<file path="src/rtl/spi_regmap_pkg.sv">
// rtl/spi_regmap_pkg.sv - shared frame geometry, opcodes and register-map constants
package spi_regmap_pkg;
  localparam int SPI_ADDR_W  = 7;
  localparam int SPI_DATA_W  = 8;
  localparam int SPI_FRAME_W = 1 + SPI_ADDR_W + SPI_DATA_W;

  localparam logic SPI_RD = 1'b1;
  localparam logic SPI_WR = 1'b0;

  localparam int NUM_CONFIG_REG = 96;
  localparam int NUM_STATUS_REG = 32;

  localparam logic [7:0] STATUS_FILL_LO = 8'h00;
  localparam logic [7:0] STATUS_FILL_HI = 8'hFF;

  typedef enum logic [1:0] {
    ST_IDLE,
    ST_SHIFT,
    ST_TRAIL,
    ST_GAP
  } spi_state_e;

  // Status block: lower half reads 0x00, upper half reads 0xFF
  function automatic logic [7:0] status_fill(input logic [6:0] addr);
    return (addr >= 7'd112) ? STATUS_FILL_HI : STATUS_FILL_LO;
  endfunction
endpackage

</file>
<file path="src/rtl/spi_sck_gen.sv">
// rtl/spi_sck_gen.sv - SCK half-period counter with rise/fall tick strobes
module spi_sck_gen #(
  parameter int DIV = 5
) (
  input  logic clk,
  input  logic rst,
  input  logic clr,
  input  logic en,
  input  logic sck_level,
  output logic rise_tick,
  output logic fall_tick
);
  localparam int CW = $clog2(DIV + 1);

  logic [CW-1:0] cnt_q, cnt_d;
  logic          tick;

  always_comb begin
    tick = en && (cnt_q == CW'(DIV - 1));
    cnt_d = cnt_q;
    if (clr || !en || tick) cnt_d = '0;
    else cnt_d = cnt_q + 1'b1;
    // The current SCK level decides which edge this tick produces
    rise_tick = tick && !sck_level;
    fall_tick = tick && sck_level;
  end

  always_ff @(posedge clk) begin
    if (rst) cnt_q <= '0;
    else cnt_q <= cnt_d;
  end
endmodule

</file>
<file path="src/rtl/spi_regmap_master.sv">
// rtl/spi_regmap_master.sv - SPI mode-0 master issuing single-register read/write frames
module spi_regmap_master
  import spi_regmap_pkg::*;
#(
  parameter int ADDR_WIDTH = SPI_ADDR_W,
  parameter int DATA_WIDTH = SPI_DATA_W,
  parameter int CLK_DIV    = 5,
  parameter int CS_GAP     = 10
) (
  input  logic                  clk,
  input  logic                  rst,
  input  logic                  cmd_valid,
  output logic                  cmd_ready,
  input  logic                  cmd_rw,
  input  logic [ADDR_WIDTH-1:0] cmd_addr,
  input  logic [DATA_WIDTH-1:0] cmd_wdata,
  output logic                  rsp_valid,
  output logic [DATA_WIDTH-1:0] rsp_rdata,
  output logic                  busy,
  output logic                  spi_sck,
  output logic                  spi_cs_n,
  output logic                  spi_mosi,
  input  logic                  spi_miso
);
  localparam int F   = 1 + ADDR_WIDTH + DATA_WIDTH;
  localparam int FCW = $clog2(F);
  localparam int GCW = $clog2(CS_GAP + 1);

  spi_state_e            state_q, state_d;
  logic [F-1:0]          tx_q, tx_d, rx_q, rx_d, frame;
  logic [FCW-1:0]        fall_cnt_q, fall_cnt_d;
  logic [GCW-1:0]        gap_cnt_q, gap_cnt_d;
  logic                  sck_q, sck_d, cs_n_q, cs_n_d, mosi_q, mosi_d;
  logic                  cmd_ready_q, cmd_ready_d, busy_q, busy_d, rsp_valid_q, rsp_valid_d;
  logic [DATA_WIDTH-1:0] rsp_rdata_q, rsp_rdata_d;
  logic                  handshake, sck_en, rise_tick, fall_tick;

  assign handshake = (state_q == ST_IDLE) && cmd_valid && cmd_ready_q;
  assign sck_en    = (state_q == ST_SHIFT) || (state_q == ST_TRAIL);
  assign frame     = {cmd_rw, cmd_addr, (cmd_rw == SPI_RD) ? {DATA_WIDTH{1'b0}} : cmd_wdata};

  spi_sck_gen #(.DIV(CLK_DIV)) u_sck_gen (
    .clk       (clk),
    .rst       (rst),
    .clr       (handshake),
    .en        (sck_en),
    .sck_level (sck_q),
    .rise_tick (rise_tick),
    .fall_tick (fall_tick)
  );

  always_comb begin
    state_d     = state_q;
    tx_d        = tx_q;
    rx_d        = rx_q;
    fall_cnt_d  = fall_cnt_q;
    gap_cnt_d   = gap_cnt_q;
    sck_d       = sck_q;
    cs_n_d      = cs_n_q;
    mosi_d      = mosi_q;
    cmd_ready_d = cmd_ready_q;
    busy_d      = busy_q;
    rsp_valid_d = 1'b0;
    rsp_rdata_d = rsp_rdata_q;
    case (state_q)
      ST_IDLE: begin
        if (handshake) begin
          state_d     = ST_SHIFT;
          cs_n_d      = 1'b0;
          mosi_d      = frame[F-1];
          tx_d        = frame << 1;
          fall_cnt_d  = '0;
          cmd_ready_d = 1'b0;
          busy_d      = 1'b1;
        end
      end
      ST_SHIFT: begin
        if (rise_tick) begin
          sck_d = 1'b1;
          rx_d  = {rx_q[F-2:0], spi_miso};
        end
        // tx_q runs out of ones after F shifts, so MOSI returns to 0 on the last fall
        if (fall_tick) begin
          sck_d  = 1'b0;
          mosi_d = tx_q[F-1];
          tx_d   = tx_q << 1;
          if (fall_cnt_q == FCW'(F - 1)) state_d = ST_TRAIL;
          else fall_cnt_d = fall_cnt_q + 1'b1;
        end
      end
      ST_TRAIL: begin
        if (rise_tick) begin
          state_d     = ST_GAP;
          cs_n_d      = 1'b1;
          mosi_d      = 1'b0;
          rsp_valid_d = 1'b1;
          rsp_rdata_d = rx_q[DATA_WIDTH-1:0];
          gap_cnt_d   = '0;
        end
      end
      ST_GAP: begin
        gap_cnt_d = gap_cnt_q + 1'b1;
        if (gap_cnt_q == GCW'(CS_GAP - 1)) begin
          state_d     = ST_IDLE;
          cmd_ready_d = 1'b1;
          busy_d      = 1'b0;
        end
      end
      default: state_d = ST_IDLE;
    endcase
  end

  always_ff @(posedge clk) begin
    if (rst) begin
      state_q     <= ST_IDLE;
      tx_q        <= '0;
      rx_q        <= '0;
      fall_cnt_q  <= '0;
      gap_cnt_q   <= '0;
      sck_q       <= 1'b0;
      cs_n_q      <= 1'b1;
      mosi_q      <= 1'b0;
      cmd_ready_q <= 1'b1;
      busy_q      <= 1'b0;
      rsp_valid_q <= 1'b0;
      rsp_rdata_q <= '0;
    end else begin
      state_q     <= state_d;
      tx_q        <= tx_d;
      rx_q        <= rx_d;
      fall_cnt_q  <= fall_cnt_d;
      gap_cnt_q   <= gap_cnt_d;
      sck_q       <= sck_d;
      cs_n_q      <= cs_n_d;
      mosi_q      <= mosi_d;
      cmd_ready_q <= cmd_ready_d;
      busy_q      <= busy_d;
      rsp_valid_q <= rsp_valid_d;
      rsp_rdata_q <= rsp_rdata_d;
    end
  end

  assign cmd_ready = cmd_ready_q;
  assign busy      = busy_q;
  assign rsp_valid = rsp_valid_q;
  assign rsp_rdata = rsp_rdata_q;
  assign spi_sck   = sck_q;
  assign spi_cs_n  = cs_n_q;
  assign spi_mosi  = mosi_q;
endmodule

</file>
<file path="config.mk">
export PLATFORM = sky130hd
export DESIGN_NAME = spi_regmap_master
export DESIGN_NICKNAME = d
export VERILOG_FILES = /design/src/rtl/spi_regmap_pkg.sv /design/src/rtl/spi_sck_gen.sv /design/src/rtl/spi_regmap_master.sv
export SDC_FILE = /design/constraint.sdc
export NUM_CORES = 1
export LEC_CHECK = 0
export CAP_MARGIN = 20
export CORE_MARGIN = 2
export CORE_UTILIZATION = 50
export CTS_BUF_LIST = sky130_fd_sc_hd__clkbuf_4 sky130_fd_sc_hd__clkbuf_8 sky130_fd_sc_hd__clkbuf_16
export CTS_CLUSTER_SIZE = 40
export DETAILED_ROUTE_END_ITERATION = 7
export GPL_ROUTABILITY_DRIVEN = 0
export PLACE_DENSITY = 0.85
export SLEW_MARGIN = 20
export SYNTH_ARGS = -nofsm -noshare
export SYNTH_HDL_FRONTEND = slang
export SYNTH_SLANG_ARGS = --single-unit
</file>
<file path="constraint.sdc">
create_clock -name clk -period 2.3 [get_ports clk]
set_input_delay 0.23 -clock clk [delete_from_list [all_inputs] [get_ports clk]]
set_output_delay 0.23 -clock clk [all_outputs]
set_load 0.02 [all_outputs]
</file>
==> flow_metrics.py, run 1 <==
metrics = {
    "finish": {
        "antenna_cells": 0,
        "drive_gt1_share_pct": 12.07,
        "regArea_mm2": 0.001001,
        "final_util_pct": 62.81,
        "finalInstanceArea_mm2": 0.002791,
        "fillers": 367,
        "multiInputGateArea_mm2": 0.001215,
        "final_net_count": 320,
        "area_delta_synth_final_pct": 19.05,
    },
    "critical_path": {
        "required_ns": 2.52,
        "crit_path_end_kind": "flip-flop",
        "cp_slowest_cell": "ha_1",
        "r2r_end": "fall_cnt_q[2]",
        "worstPathArrival_ns": 2.30,
        "crit_chain": "inv_1 > ha_1 > nand4_2 > a211oi_4 > buf_12 > a21oi_1 > a211oi_1",
        "reg2reg_slack_ns": 0.22,
        "critPathLaunchType": "flip-flop",
        "r2r_start": "state_q[0]",
        "cp_max_fo": 33,
        "worst-setup-path-type": "reg -> reg",
        "rr_worst_depth": 7,
        "crit_path_max_incr_delay_ns": 0.40,
    },
    "job": {
        "cap_violations": 0,
    },
    "floorplan": {
        "die_x_um": 72.48,
        "start_util_pct": 52.76,
        "ios": 34,
        "row_count": 24,
        "dieArea_mm2": 0.005253,
        "core_area_mm2": 0.004444,
        "fp.dieH_um": 72.48,
    },
    "synthesis": {
        "synthArstFlopShare_pct": 0,
        "synth_cell_types": 40,
        "synth_flop_cell": "dfxtp_1",
        "netlist_area_mm2": 0.002345,
        "synth_top_area_share_pct": 42.69,
        "syn_inst": 260,
        "yosysMostFrequentCell": "dfxtp_1",
        "synth_commonest_cells": "dfxtp_1, a21oi_1, nand2_1, nor2_1, nand3_1",
        "ys_seq_area_share_pct": 42.69,
        "synth-warning-count": 0,
        "synth_edf_count": 0,
        "synthesis.nets": 290,
        "synth_top_area_cell": "dfxtp_1",
        "ys_seq_elements": 50,
        "postSynthAreaPerCell_um2": 9.018,
        "synth.top_cells.by_area": "dfxtp_1, a211oi_2, a21oi_1",
    },
    "min_path": {
        "hold_depth": 2,
        "whs_endpoint": "rx_q[7]",
        "hold_class": "in -> reg",
        "min_from": "rst",
    },
    "clock_tree": {
        "cts.sinks": 50,
        "cts_max_level": 2,
        "clkTransAtPathRegs_ns": 0.09,
        "cts_hold_buf": 0,
        "cts_tree": "yes",
        "clock_insertion_delay_worst_skew_ns": 0.30,
        "cts_resized": 0,
        "cts_buffer_depth": 2,
        "post-cts-setup-buffers": 0,
        "cts-buffers-inserted": 5,
        "cts-root-buf": "clkbuf_8",
    },
    "sta": {
        "finalSetupViolations": 0,
        "rsz0062_at_grt": "false",
        "worst_pin_slew_ns": 0.5565,
        "finalCritPeriodShare_pct": 90.47,
        "finalCriticalPeriod_ns": 2.081,
        "hold_viol_final": 0,
        "fin_hold_ws_ns": 0.3176,
        "slew_headroom_pct": 61.94,
        "worst_slack_ns": 0.2192,
        "slew_violations": 0,
        "fmax_mhz": 480.6,
        "totalNegativeSetupSlack_ns": 0,
        "finClkSkew_ns": 0.004509,
    },
    "route": {
        "wl_met3_um": 177,
        "vias_per_cell": 5.705,
        "drt_iter0_drc": 132,
        "highest_layer": "met4",
        "routedWlPerCell_um": 13.62,
        "wl_met2_mm": 2.220,
        "wl_met1_mm": 2.199,
        "drc_errors": 0,
        "dr.pass1.iters": 4,
        "wl_mm": 4.657,
        "num_vias": 1951,
        "ant_nets": 0,
    },
    "pwr": {
        "ir_drop_uv": 658.8,
        "power.density_mw_per_mm2": 1072,
        "leakagePower_nw": 0.9725,
    },
    "grt": {
        "grt_first_pass_wirelength_mm": 8.155,
        "grt_pass1_vias": 1838,
        "grt_max_degree": 34,
        "grt_use_total_pct": 19.38,
        "grt_overflow": 0,
        "antenna_found_initial": 0,
    },
    "placed_design": {
        "io_buffer_count": 33,
        "pre_cts_ws_ns": 0.2564,
        "placedInstanceArea_mm2": 0.002709,
        "dpl.hpwl_mm": 3.282,
    },
    "status": {
        "outcome": "complete, no violations",
    },
}
[worst max path at each step]
stage,depth (start not counted),from,to
after CTS,7,state_q[0],fall_cnt_q[2]
after detailed placement,7,state_q[0],fall_cnt_q[2]
final,7,state_q[0],fall_cnt_q[2]
after global routing,6,state_q[0],spi_mosi
after global placement,7,state_q[0],fall_cnt_q[2]
after floorplan,6,state_q[0],fall_cnt_q[0]
[power breakdown]
group / total, mW / internal [mW] / switching [mW]
logic: 1.39 / 0.575 / 0.815
registers: 1.10 / 1.01 / 0.0885
clock network: 0.504 / 0.211 / 0.293
[critical path, delay by kind of cell, from the launching register on]
| kind | cells | cell delay (ns) |
|---|---|---|
| and+or+nand+nor | 1 | 0.19 |
| AOI/OAI and AO/OA | 3 | 0.66 |
| DFF | 1 | 0.39 |
| buffers and inverters | 2 | 0.33 |
| adders and majority gates | 1 | 0.40 |
[sequential cells by signal, indices dropped and copies added (netlist names)]
register / count
gap_cnt_q: 4
spi_sck: 1
rsp_valid: 1
cmd_ready: 1
rx_q: 8
busy: 1
u_sck_gen.cnt_q: 3
spi_mosi: 1
tx_q: 15
spi_cs_n: 1
fall_cnt_q: 4
state_q: 2
rsp_rdata: 8
[routing by layer]
metal	vias to the layer above	global-route usage (%)
li1	987	-
met1	919	25.04
met2	37	32.31
met3	8	3.889
met4	0	6.790
met5	-	0
[cells by family (layout without fill, tap and decap cells)]
family | count (synthesis) | count (layout) | synth area share [%]
AND/OR/NAND/NOR | 88 | 88 | 17.50
AO/OA/AOI/OAI | 74 | 74 | 24.28
flip-flops | 50 | 50 | 42.69
buffers and inverters | 27 | 57 | 5.496
adder cells (fa/ha/maj) | 10 | 10 | 5.336
multiplexers | 10 | 10 | 4.322
XOR/XNOR | 1 | 1 | 0.3736
[cells in the final DEF (no fill, tap or decap), types with 4 or more instances in the layout]
| master | n |
|---|---|
| o21ai_0 | 4 |
| nand2b_1 | 5 |
| nor2_1 | 26 |
| dfxtp_1 | 50 |
| clkbuf_8 | 5 |
| buf_4 | 6 |
| clkdlybuf4s50_1 | 32 |
| a21oi_1 | 30 |
| mux2i_1 | 9 |
| a211oi_2 | 13 |
| ha_1 | 10 |
| inv_1 | 10 |
| a211oi_1 | 5 |
| nand3_1 | 21 |
| nand2_1 | 26 |
| a22oi_1 | 7 |
[per-stage QoR]
stage	std cells	total power [mW]
3_3_place_gp	335	2.450
5_1_grt	342	3.206
6_report	342	2.992
4_1_cts	342	3.006
2_1_floorplan	260	2.238
3_5_place_dp	335	2.506
[layout make-up]
class / instances / share of cell area, %
Clock buffer: 5 / 2.465
Clock inverter: 2 / 0.4931
Inverter: 10 / 1.345
Multi-Input combinational cell: 183 / 43.52
Sequential cell: 50 / 35.86
Tap cell: 52 / 2.331
Timing Repair Buffer: 40 / 13.98
No activity file was read; power rests on OpenSTA's default activity.
==> run 2, diff against run 1 <==
--- a/config.mk
+++ b/config.mk
@@ -9,7 +9,7 @@
 export CORE_MARGIN = 2
 export CORE_UTILIZATION = 50
 export CTS_BUF_LIST = sky130_fd_sc_hd__clkbuf_4 sky130_fd_sc_hd__clkbuf_8 sky130_fd_sc_hd__clkbuf_16
-export CTS_CLUSTER_SIZE = 40
+export CTS_CLUSTER_SIZE = 25
 export DETAILED_ROUTE_END_ITERATION = 7
 export GPL_ROUTABILITY_DRIVEN = 0
 export PLACE_DENSITY = 0.85
==> results of run 2 <==
The final DEF is identical to that of run 1; final timing and power are the same.
